File: config.mk
export PLATFORM = sky130hd
export DESIGN_NAME = debounced_encoder4_2
export DESIGN_NICKNAME = d
export VERILOG_FILES = /design/src/rtl/enc_pkg.sv /design/src/rtl/priority_encoder4_2.sv /design/src/rtl/debounced_encoder4_2.sv
export SDC_FILE = /design/constraint.sdc
export NUM_CORES = 1
export LEC_CHECK = 0
export ABC_AREA = 1
export CELL_PAD_IN_SITES_DETAIL_PLACEMENT = 0
export CELL_PAD_IN_SITES_GLOBAL_PLACEMENT = 2
export CORE_UTILIZATION = 28
export DETAILED_ROUTE_END_ITERATION = 10
export GPL_TIMING_DRIVEN = 1
export HOLD_SLACK_MARGIN = 0.15
export PLACE_DENSITY_LB_ADDON = 0.1
export SETUP_SLACK_MARGIN = 0.2
export SYNTH_ARGS = -nofsm -noshare
export SYNTH_HDL_FRONTEND = slang
export SYNTH_HIERARCHICAL = 1
export SYNTH_SLANG_ARGS = --single-unit
File: constraint.sdc
create_clock -name clk -period 2.7 [get_ports clk]
set_clock_uncertainty 0.15 [all_clocks]
set_input_delay 0.81 -clock clk [delete_from_list [all_inputs] [get_ports clk]]
set_output_delay 0.81 -clock clk [all_outputs]
set_load 0.01 [all_outputs]
File: src/rtl/enc_pkg.sv
// Shared encoder/decoder constants and the debounce FSM state encoding.
package enc_pkg;
  localparam int unsigned ENC_W = 2;
  localparam int unsigned REQ_W = 4;

  typedef enum logic [1:0] {
    IDLE     = 2'd0,
    DEBOUNCE = 2'd1,
    PRESSED  = 2'd2,
    RELEASE  = 2'd3
  } state_t;
endpackage

File: src/rtl/priority_encoder4_2.sv
// Combinational 4->2 priority encoder; highest set bit wins, flags any/multiple bits set.
module priority_encoder4_2
  import enc_pkg::*;
(
  input  logic [REQ_W-1:0] i,
  output logic [ENC_W-1:0] o,
  output logic             any,
  output logic             multi
);

  always_comb begin
    o = ENC_W'(0);
    if (i[3])      o = ENC_W'(3);
    else if (i[2]) o = ENC_W'(2);
    else if (i[1]) o = ENC_W'(1);
  end

  assign any = |i;

  // Clearing the lowest set bit leaves something only if two or more bits were set.
  assign multi = |(i & (i - REQ_W'(1)));

endmodule

File: src/rtl/debounced_encoder4_2.sv
// Synchronises, debounces and priority-encodes four request lines into a 2-bit command
// index, issuing one valid pulse per accepted press.
module debounced_encoder4_2
  import enc_pkg::*;
#(
  parameter int unsigned DEB_CNT = 100000,
  parameter int unsigned CNT_W   = 17
) (
  input  logic             clk,
  input  logic             reset_p,
  input  logic [REQ_W-1:0] i,
  output logic [ENC_W-1:0] o,
  output logic             valid,
  output logic             held,
  output logic             multi
);

  localparam logic [CNT_W-1:0] LAST = CNT_W'(DEB_CNT - 1);

  logic [REQ_W-1:0] sync1, s;
  logic [REQ_W-1:0] snap, snap_n;
  logic [CNT_W-1:0] cnt, cnt_n;
  state_t           state, state_n;
  logic [ENC_W-1:0] o_n;
  logic             valid_n, held_n, multi_n;
  logic [ENC_W-1:0] enc_o;
  logic             enc_any, enc_multi;

  priority_encoder4_2 u_enc (
    .i     (snap),
    .o     (enc_o),
    .any   (enc_any),
    .multi (enc_multi)
  );

  // State, synchroniser and output registers.
  always_ff @(posedge clk) begin
    if (reset_p) begin
      sync1 <= '0;
      s     <= '0;
      state <= IDLE;
      cnt   <= '0;
      snap  <= '0;
      o     <= '0;
      valid <= 1'b0;
      held  <= 1'b0;
      multi <= 1'b0;
    end else begin
      sync1 <= i;
      s     <= sync1;
      state <= state_n;
      cnt   <= cnt_n;
      snap  <= snap_n;
      o     <= o_n;
      valid <= valid_n;
      held  <= held_n;
      multi <= multi_n;
    end
  end

  // Next-state and next-output logic; o/multi only move on the accepting edge.
  always_comb begin
    state_n = state;
    cnt_n   = cnt;
    snap_n  = snap;
    o_n     = o;
    multi_n = multi;
    held_n  = held;
    valid_n = 1'b0;
    case (state)
      IDLE: begin
        if (s != '0) begin
          state_n = DEBOUNCE;
          snap_n  = s;
          cnt_n   = '0;
        end
      end
      DEBOUNCE: begin
        if (s == '0) begin
          state_n = IDLE;
        end else if (s != snap) begin
          snap_n = s;
          cnt_n  = '0;
        end else if (cnt == LAST && enc_any) begin
          state_n = PRESSED;
          o_n     = enc_o;
          multi_n = enc_multi;
          valid_n = 1'b1;
          held_n  = 1'b1;
        end else begin
          cnt_n = cnt + CNT_W'(1);
        end
      end
      PRESSED: begin
        if (s == '0) begin
          state_n = RELEASE;
          cnt_n   = '0;
        end
      end
      RELEASE: begin
        if (s != '0) begin
          state_n = PRESSED;
        end else if (cnt == LAST) begin
          state_n = IDLE;
          held_n  = 1'b0;
        end else begin
          cnt_n = cnt + CNT_W'(1);
        end
      end
      default: state_n = IDLE;
    endcase
  end

endmodule

After elaboration in Yosys (flattened, before gate mapping) --
Index checks and enable logic that the tools add are counted. Widths: inputs -> output; s select.
Storage, ports and cells: bits in registers 36, input bits 6
Operators by class: add/sub/neg operators 2, equal/unequal tests 18, mux-type cells 30, bitwise logic cells 4, reductions and logical operators 14
Operator list (number):
- $mux 17 | 7
- $pmux 17 s4 | 1
- $mux 2 | 9
- $ne 2x2->1 const B | 9
- $add 17x1->17 const B | 1
- $eq 17x17->1 const B | 1
- $mux 4 | 3
- $ne 3x3->1 const B | 4
- $reduce_and 6->1 | 2
- $reduce_or 4->1 | 3
- $pmux 2 s4 | 1
- $pmux 4 s2 | 1
- $reduce_and 4->1 | 2
- $mux 1 | 7
- $reduce_and 5->1 | 1
- $and 4x4->4 | 1
- $eq 2x2->1 const B | 2
- $logic_not 4->1 | 1
- $ne 4x4->1 | 1
- $reduce_bool 2->1 | 2
- $reduce_bool 4->1 | 1
- $sub 4x1->4 const B | 1
- $not 1->1 | 3
- $eq 2x1->1 const B | 1
- other kinds (3) | 3

Depth between registers and ports, before layout --
depth after elaboration 6, mapped depth 12, depth with buffers taken out 11

Modules after synthesis --
The synthesis kept the hierarchy.
Modules (own cells, without submodules):
- debounced_encoder4_2 | instances 1, cells each 350, area an instance 2259.7 sq um, sequential area each 720.7 sq um
- priority_encoder4_2 | instances 1, cells each 14, area an instance 58.8 sq um, sequential area each 0.0 sq um

Worst setup path before layout --
Ideal clock, no wire load.
kind flip-flop to flip-flop, from reg cnt[0], to reg cnt[15], library setup time 113 ps, arrival 1527 ps, data required time 2437 ps, path slack 910 ps, cell stages (with the launch flop) 12, clock period less this slack 1790 ps, cell sequence dfxtp_1 -> ha_1 -> nand3_2 -> clkinv_2 -> nand2_2 -> nor2_4 -> nand4_4 -> nand2_2 -> inv_2 -> buf_6 -> nor2_1 -> nor2_1
Between the ends: longest elaborated chain between the ends 5, elaborated cells between the ends (all ways) 12
Ends and longest elaborated chain:
- start: declaration | line debounced_encoder4_2.sv:22 | logic [CNT_W-1:0] cnt, cnt_n;
- start signal: assignment | line debounced_encoder4_2.sv:52 | cnt <= cnt_n;
- $add 17x1->17 | line debounced_encoder4_2.sv:91, debounced_encoder4_2.sv:107
- $mux 17 | line debounced_encoder4_2.sv:84 | end else if (cnt == LAST && enc_any) begin
- $mux 17 | line debounced_encoder4_2.sv:81 | end else if (s != snap) begin
- $mux 17 | line debounced_encoder4_2.sv:79 | if (s == '0) begin
- $pmux 17 s4 | line debounced_encoder4_2.sv:70 | case (state)
Parallel ways exist; a longest one is shown, timed or not. The select of a mux whose other input is x is not followed. A chain may end at the register's enable or synchronous reset.

Final worst setup path --
from reg held, to out held
RTL lines:
- start: declaration | line debounced_encoder4_2.sv:14 | output logic held,
- start signal: assignment | line debounced_encoder4_2.sv:56 | held <= held_n;
No word-level cell between the ends.

==> impl_metrics.json <==
{
  "status": "finished clean",
  "syn_inst": 364,
  "start_util": 0.295,
  "period_share": 0.791,
  "dieWidth_um": 93.0,
  "place.port_buffers": 10,
  "crit_required_ps": 1740,
  "cts_setup_buffers": 0,
  "route.detailed.drc": 0,
  "rsz0062_at_grt": "no",
  "cts-buffers-inserted": 5,
  "synth.distinct_cells": 27,
  "cts_resized": 0,
  "wl_um": 5670,
  "cts_sinks": 36,
  "clock_path_buffers": 2,
  "n_fill_cell": 928,
  "crit_chain": "clkdlybuf4s50_1",
  "crit_type": "flip-flop to primary output",
  "area_growth_pct": 11.5,
  "dp_worst_setup_slack_ps": 600,
  "synth-seq-cells": 36,
  "syn-mean-instance-area_um2": 6.37,
  "grt_pass1_wl_um": 9870,
  "fp.coreArea_um2": 7850,
  "drive_gt1_frac": 0.144,
  "ys_warn_count": 6,
  "cpPeakStageDelay_ps": 540,
  "crit_fanout": 2,
  "arrival_ps": 1180,
  "pin_count": 11,
  "dr.pass1.iters": 4,
  "cp_top_family": "buffers and inverters",
  "setup_tns_ps": 0,
  "die_area_um2": 8650,
  "first_global_vias": 2115,
  "syn_area_um2": 2320,
  "ctsHoldBuffers": 0,
  "tritoncts": "done",
  "nets": 381,
  "tightest_slew_ps": 376,
  "std_cell_rows": 32,
  "cellPowerDensity_nw_per_um2": 552,
  "layout_commonest_cell": "nand2_1",
  "num_antenna_cells": 0,
  "antenna_found_initial": 0,
  "end_kind": "primary output",
  "startpoint_type": "flip-flop",
  "final_cell_mix": "99 x nand2_1, 70 x nor2_1, 52 x inv_1, 36 x dfxtp_1, 23 x nand3_1",
  "finalHoldViolCount": 0,
  "crit_buf_inv": 1,
  "max_freq_ghz": 0.468,
  "hpwlAfterDp_um": 4010,
  "fin_area_um2": 2580,
  "totalPowerFinal_mw": 1.43,
  "r2r_slack_ps": 600,
  "vias": 2089,
  "min_path_type": "flip-flop to flip-flop",
  "power_leakage_nw": 1.16,
  "drt_iter0_drc": 76,
  "viasPerCell": 4.38,
  "synthesis.nets": 371,
  "crit_path_top_delay_cell": "clkdlybuf4s50_1",
  "seq_area_frac_synth": 0.311,
  "fin_ws_ps": 564,
  "drv_slew": 0,
  "relSlewSlack": 0.748,
  "cap_violations": 0,
  "grt_overflow": 0,
  "utilization": 0.329,
  "grt_use_total": 0.146,
  "h-tree-depth": 2,
  "cts_root_buf": "clkbuf_8",
  "max-vdd-ir-drop_mv": 0.213,
  "finalSetupViolCount": 0,
  "grt_max_degree": 27,
  "die_h_um": 93.0,
  "path_clk_slew_ps": 80,
  "routabilityCongestion": 0.730,
  "avgRoutedWirePerCell_um": 11.9,
  "clock_latency_ps": 290,
  "ant_nets": 0,
  "min_period_ps": 2140,
  "placed_area_um2": 2470
}
==> cell families (layout without fill, tap and decap cells) <==
logic type                 Yosys count  in the layout  synth area share
AOI/OAI and AO/OA                   11             11            0.0264
buffers and inverters               70             81             0.141
adders and majority gates            1              1           0.00540
and+or+nand+nor                    239            239             0.490
DFF                                 36             36             0.311
xor gates and xnor gates             7              7            0.0264
==> report_power, final <==
| part | switching, mW | internal, mW |
|---|---|---|
| clock | 0.218 | 0.274 |
| combinational | 0.191 | 0.118 |
| sequential | 0.0578 | 0.570 |
==> path summary, 6_finish.rpt <==
kind,from,endpoint,cells after the start
max,held,held,1
min reg2reg,sync1[1],s[1],2
min,sync1[1],s[1],2
max reg2reg,cnt[0],cnt[11],11
==> through the flow <==
step | cells | hold slack [ps]
CTS | 477 | 260
global route | 477 | 298
global placement | 469 | 242
finish | 477 | 259
floorplan | 364 | 238
detailed placement | 469 | 245
==> per-layer routing <==
layer  global-route usage  up-vias  wire length, µm
met5                    0        -                0
met4               0.0487        0               87
met3               0.0285        7              127
met2                0.266       21             2780
met1                0.170      943             2680
li1                     -     1118                -
==> synthesized netlist by cell type <==
master	instances	area, µm²
nand2_1	99	372
nor2_1	70	263
inv_1	52	195
dfxtp_1	36	721
nand3_1	23	115
nand3_2	20	200
nor2_2	9	56.3
buf_6	6	67.6
nor3_1	6	30.0
o21ai_0	6	30.0
nand4_1	5	31.3
xor2_1	5	43.8
inv_2	4	15.0
nand2_2	4	25.0
a21oi_1	3	15.0
buf_2	2	10.0
clkinv_2	2	10.0
nor2_4	2	22.5
xnor2_1	2	17.5
buf_4	1	7.51
clkbuf_1	1	3.75
clkbuf_8	1	13.8
clkinv_1	1	3.75
ha_1	1	12.5
nand4_4	1	21.3
o2111ai_1	1	8.76
o21bai_1	1	7.51
==> area by class of cell <==
cell class / count / area, µm² / area share
clock inverters: 3 / 42.5 / 0.0165
flip-flops and latches: 36 / 721 / 0.279
well taps: 102 / 128 / 0.0494
repair buffers: 14 / 130 / 0.0503
inverters: 59 / 224 / 0.0866
multi-input cells: 258 / 1270 / 0.492
clock buffers: 5 / 68.8 / 0.0266
==> flip-flops by register name, indices dropped and copies added (netlist names), named ones only <==
name	count
sync1	4
held	1
snap	4
s	4
state	1
o	2
multi	1
valid	1
cnt	17
Note: power is estimated with default switching activity, not from simulation.
